File: config.mk
export PLATFORM = sky130hd
export DESIGN_NAME = fetch_queue
export DESIGN_NICKNAME = d
export VERILOG_FILES = /design/src/rtl/fetch_queue.sv
export SDC_FILE = /design/constraint.sdc
export NUM_CORES = 1
export LEC_CHECK = 0
export CAP_MARGIN = 40
export CORE_MARGIN = 2
export CORE_UTILIZATION = 60
export CTS_BUF_LIST = sky130_fd_sc_hd__clkbuf_2
export DETAILED_ROUTE_END_ITERATION = 10
export GPL_TIMING_DRIVEN = 0
export PLACE_DENSITY = 0.85
export SLEW_MARGIN = 30
export SYNTH_ARGS = -nofsm -noshare
export SYNTH_HDL_FRONTEND = slang
export SYNTH_SLANG_ARGS = --single-unit
File: constraint.sdc
create_clock -name clk -period 10.11 [get_ports clk]
set_input_delay 2.022 -clock clk [delete_from_list [all_inputs] [get_ports clk]]
set_output_delay 2.022 -clock clk [all_outputs]
set_load 0.02 [all_outputs]
File: src/rtl/fetch_queue.sv
// fetch_queue: instruction fetch front end feeding the decode stage.
// Issues sequential word-aligned fetch requests to instruction memory,
// buffers in-order responses with their PCs in a small prefetch FIFO and
// hands them to decode over a valid/ready handshake. A redirect from
// execute flushes the FIFO, restarts fetch at the new PC and marks every
// request still outstanding as stale so its response is discarded.
//
// Credit scheme: a request may only issue while count + inflight < DEPTH,
// so every response that is kept always finds a free FIFO slot.

module fetch_queue #(
  parameter int unsigned DEPTH    = 4,
  parameter logic [31:0] RESET_PC = 32'h0000_0000
) (
  input  logic        clk,
  input  logic        rst,
  input  logic        redirect,
  input  logic [31:0] redirect_pc,
  output logic        imem_req_valid,
  input  logic        imem_req_ready,
  output logic [31:0] imem_req_addr,
  input  logic        imem_rsp_valid,
  input  logic [31:0] imem_rsp_data,
  output logic        instr_valid,
  input  logic        instr_ready,
  output logic [31:0] instr,
  output logic [31:0] instr_pc
);

  localparam int unsigned PTR_W = (DEPTH > 1) ? $clog2(DEPTH) : 1;
  localparam int unsigned CNT_W = PTR_W + 1;

  typedef logic [PTR_W-1:0] ptr_t;
  typedef logic [CNT_W-1:0] cnt_t;

  // --------------------------------------------------------------------
  // State
  // --------------------------------------------------------------------
  logic [31:0] fetch_pc_q, fetch_pc_d;   // next address to request
  logic [31:0] rsp_pc_q,   rsp_pc_d;     // PC of the next kept response
  cnt_t        count_q,    count_d;      // FIFO occupancy
  cnt_t        inflight_q, inflight_d;   // requests accepted, not yet answered
  cnt_t        drop_q,     drop_d;       // oldest in-flight responses that are stale
  ptr_t        wr_ptr_q,   wr_ptr_d;
  ptr_t        rd_ptr_q,   rd_ptr_d;

  logic [31:0] instr_mem_q [DEPTH];
  logic [31:0] pc_mem_q    [DEPTH];

  // --------------------------------------------------------------------
  // Handshake qualifiers
  // --------------------------------------------------------------------
  logic [CNT_W:0] occupancy;
  logic           credit_ok;
  logic           req_fire;
  logic           rsp_beat;
  logic           rsp_stale;
  logic           push;
  logic           pop;
  logic [31:0]    redirect_pc_aligned;

  // Derive request/response/pop qualifiers and drive the outputs.
  always_comb begin
    occupancy           = {1'b0, count_q} + {1'b0, inflight_q};
    credit_ok           = occupancy < (CNT_W+1)'(DEPTH);
    redirect_pc_aligned = redirect_pc & 32'hFFFF_FFFC;

    imem_req_valid = !redirect && credit_ok;
    imem_req_addr  = fetch_pc_q;
    req_fire       = imem_req_valid && imem_req_ready;

    // A beat with nothing outstanding is a protocol violation: ignore it.
    rsp_beat  = imem_rsp_valid && (inflight_q != '0);
    rsp_stale = rsp_beat && (drop_q != '0);
    push      = rsp_beat && !rsp_stale && !redirect;

    instr_valid = (count_q != '0) && !redirect;
    pop         = instr_valid && instr_ready;

    // No bypass: decode only ever sees the registered head entry.
    instr    = instr_mem_q[rd_ptr_q];
    instr_pc = pc_mem_q[rd_ptr_q];
  end

  // Next-state logic; redirect overrides every other update.
  always_comb begin
    // NOTE: every signal gets its hold value first so no path through the
    // branches below can leave one unassigned and infer a latch.
    fetch_pc_d = fetch_pc_q;
    rsp_pc_d   = rsp_pc_q;
    count_d    = count_q;
    inflight_d = inflight_q;
    drop_d     = drop_q;
    wr_ptr_d   = wr_ptr_q;
    rd_ptr_d   = rd_ptr_q;

    if (redirect) begin
      fetch_pc_d = redirect_pc_aligned;
      rsp_pc_d   = redirect_pc_aligned;
      count_d    = '0;
      wr_ptr_d   = '0;
      rd_ptr_d   = '0;
      // Any beat this cycle retires one request; everything left is stale.
      inflight_d = inflight_q - cnt_t'(rsp_beat);
      drop_d     = inflight_d;
    end else begin
      if (req_fire) begin
        fetch_pc_d = fetch_pc_q + 32'd4;
      end
      if (push) begin
        rsp_pc_d = rsp_pc_q + 32'd4;
        wr_ptr_d = wr_ptr_q + ptr_t'(1);
      end
      if (pop) begin
        rd_ptr_d = rd_ptr_q + ptr_t'(1);
      end
      count_d    = count_q + cnt_t'(push) - cnt_t'(pop);
      inflight_d = inflight_q + cnt_t'(req_fire) - cnt_t'(rsp_beat);
      drop_d     = drop_q - cnt_t'(rsp_stale);
    end
  end

  // Control registers with synchronous reset.
  always_ff @(posedge clk) begin
    // NOTE: sequential state uses non-blocking assignments so every flop
    // samples pre-edge values regardless of statement order.
    if (rst) begin
      fetch_pc_q <= RESET_PC;
      rsp_pc_q   <= RESET_PC;
      count_q    <= '0;
      inflight_q <= '0;
      drop_q     <= '0;
      wr_ptr_q   <= '0;
      rd_ptr_q   <= '0;
    end else begin
      fetch_pc_q <= fetch_pc_d;
      rsp_pc_q   <= rsp_pc_d;
      count_q    <= count_d;
      inflight_q <= inflight_d;
      drop_q     <= drop_d;
      wr_ptr_q   <= wr_ptr_d;
      rd_ptr_q   <= rd_ptr_d;
    end
  end

  // FIFO storage write port.
  always_ff @(posedge clk) begin
    // NOTE: storage is deliberately not reset; count_q alone decides which
    // entries are meaningful, which lets the array map onto plain RAM.
    if (push) begin
      instr_mem_q[wr_ptr_q] <= imem_rsp_data;
      pc_mem_q[wr_ptr_q]    <= rsp_pc_q;
    end
  end

endmodule

==> results.cfg <==
[die]
initial_core_util = 0.615
fp.dieH_um = 154
ioPinCount = 168
fp.dieW_um = 154
fp-row-count = 54
core_um2 = 21900
dieArea_um2 = 23700

[routing]
ant_nets = 0
wl_um = 30600
via_count = 8941
remaining_drc_errors = 0
vias_per_cell = 6.13
wl_per_cell_um = 21.0
first_pass_iters = 5
drt_iter0_markers = 836

[sta]
setup_ws_ns = 3.18
tightest_slew_ns = 0.817
max_freq_mhz = 144
finalMaxSlewViolations = 0
setup_viol = 0
hold_violations = 0
tns_ns = 0
finalCriticalPeriod_ns = 6.93
timing.final.crit_share = 0.686
rsz0062_at_grt = no
relSlewSlack = 0.451
hold_ws_ns = 0.523
finClkSkew_ns = 0.0740

[yosys]
yosysSeqAreaShare = 0.665
synthAdderAreaFrac = 0.0178
synth_top_family_by_area = multiplexers
yosys.area_share.simple = 0.0998
synth.top_cells.by_area = edfxtp_1 55%, dfxtp_1 11%, mux4_2 10%, ha_1 1.5%, and4_1 1.4%
synth_edf_count = 248
synth-compound-area-share = 0.0713
synth_seq_cells = 323
syn-mean-instance-area_um2 = 15.3
synth_area_um2 = 13500
netlist.area_leader.share = 0.553
synthDistinctLibCells = 60
yosys_most_used_dff = edfxtp_1
synth_xor_area_frac = 0.0137
synthCells = 878
yosysTopAreaCell = edfxtp_1
synth.mux.area_fraction = 0.105
yosys_warnings = 0
ys_async_sr_fraction = 0

[worst_setup_path]
r2r_start = drop_q[0]
cp_data_arrival_time_ns = 4.91
critPathCaptureType = output port
cp-endpoint = instr_valid
start_kind = primary input
critPathMaxFanout = 10
r2r_slack_ns = 6.84
cp-startpoint = redirect
rr_worst_depth = 11
reg2reg_to = count_q[2]
required_ns = 8.09
critPathKind = in -> out

[power_and_ir_drop]
p_per_area_nw_per_um2 = 174
leakagePower_nw = 5.43
peakVddDrop_uv = 72.1
total_power_mw = 2.84

[cells_and_area]
nets = 1209
post-route-util = 0.743
stdcell_count = 1459
diodes = 0
seq_area_um2 = 8950
drive_gt1_frac = 0.183
n_fill_cell = 1399
multiInputGateArea_um2 = 4170
area_growth_pct = 20.8
final_area_um2 = 16300

[job]
drv_cap = 0

[placed_design]
dp_slack_ns = 3.28
place_inst = 1325
place.detailed.hpwl_um = 20200
portBuffers = 160
place_area_um2 = 15500
gp_congestion = 0.939

[global_routing]
first_global_vias = 8933
grt_max_degree = 45
grt_usage = 0.260
grt-ovfl-total = 0
antenna_found_initial = 0
grt_pass1_wl_um = 47800

[clock_network]
cts-root-buf = clkbuf_2
cts_buffers = 73
cts_hold_buf = 0
clk_latency_ns = 0.86
cts_tree = built
cts_sinks = 323
post_cts_resized = 0
cts_buffer_depth = 3
cts_setup_buffers = 0
htree_num_levels = 3
clk_pin_slew_worst_paths_ns = 0.11

[run_status]
status = finished, final reports clean

[min_path]
hold_path.class = reg -> reg
## metal layers
| metal | vias to the layer above | global-route usage | part of all wire |
|---|---|---|---|
| met1 | 4327 | 0.348 | 0.40 |
| met4 | 0 | 0.0974 | 0.029 |
| met5 | - | 0 | 0 |
| met2 | 505 | 0.421 | 0.48 |
| li1 | 4035 | - | - |
| met3 | 74 | 0.0609 | 0.090 |
## placed cells by master (no fill, tap or decap), types with 25 or more instances in the layout
master	netlist	layout
a21oi_1	33	33
clkbuf_1	32	32
mux4_2	62	62
inv_1	40	40
nand2_1	25	25
clkdlybuf4s50_1	0	160
dfxtp_1	75	75
edfxtp_1	248	248
clkbuf_2	0	105
nor3_1	26	26
nor2_1	30	30
## where the power goes
group | leakage (nW) | internal [mW] | total (mW) | switching, mW
Combinational | 2.03 | 0.194 | 0.433 | 0.239
Clock | 0.533 | 0.360 | 0.850 | 0.490
Sequential | 2.88 | 1.50 | 1.55 | 0.0539
Total | 5.43 | 2.05 | 2.84 | 0.783
## worst max-delay path, cell delays in order
cell	delay [ns]
clkdlybuf4s50_1	0.60
clkbuf_1	0.42
clkbuf_1	0.49
buf_1	0.64
nor2_1	0.15
clkdlybuf4s50_1	0.57
## Yosys cell counts (21+ instances only)
master and count:
edfxtp_1 248, nand3_1 23, nor2_1 30, clkbuf_1 32
mux4_2 62, inv_1 40, a211oi_1 24, nand2_1 25
a21oi_1 33, and4_1 21, nor3_1 26, dfxtp_1 75
## cell type report
class,count,area share
clock buffers,105,0.0323
repair buffers,165,0.104
clock inverters,28,0.0125
flip-flops and latches,323,0.550
plain buffers,47,0.0129
inverters,42,0.00970
well taps,280,0.0215
multi-input cells,469,0.256
## worst min path at each step
stage / startpoint / end / cells after the start
global placement: rd_ptr_q[1] / rd_ptr_q[1] / 2
CTS: rsp_pc_q[21] / pc_mem_q[3][21] / 0
detailed placement: imem_req_addr[29] / imem_req_addr[29] / 2
global route: rsp_pc_q[21] / pc_mem_q[3][21] / 0
finish: rsp_pc_q[21] / pc_mem_q[3][21] / 0
floorplan: rsp_pc_q[16] / pc_mem_q[0][16] / 0
## sequential cells by signal (all words and copies together), names as in the netlist, named ones only
signal / count
instr_mem_q: 128
drop_q: 3
wr_ptr_q: 2
count_q: 3
rsp_pc_q: 30
rd_ptr_q: 2
inflight_q: 3
imem_req_addr: 30
pc_mem_q: 120
## logic make-up (layout without fill, tap and decap cells)
| group | count (synthesis) | in the layout |
|---|---|---|
| other cells | 1 | 4 |
| simple gates | 224 | 224 |
| fa+ha+maj | 18 | 18 |
| xor+xnor | 21 | 21 |
| mux | 64 | 64 |
| buf+inv | 89 | 387 |
| flops | 323 | 323 |
| compound gates | 138 | 138 |
No activity file was read; power rests on OpenSTA's default activity.
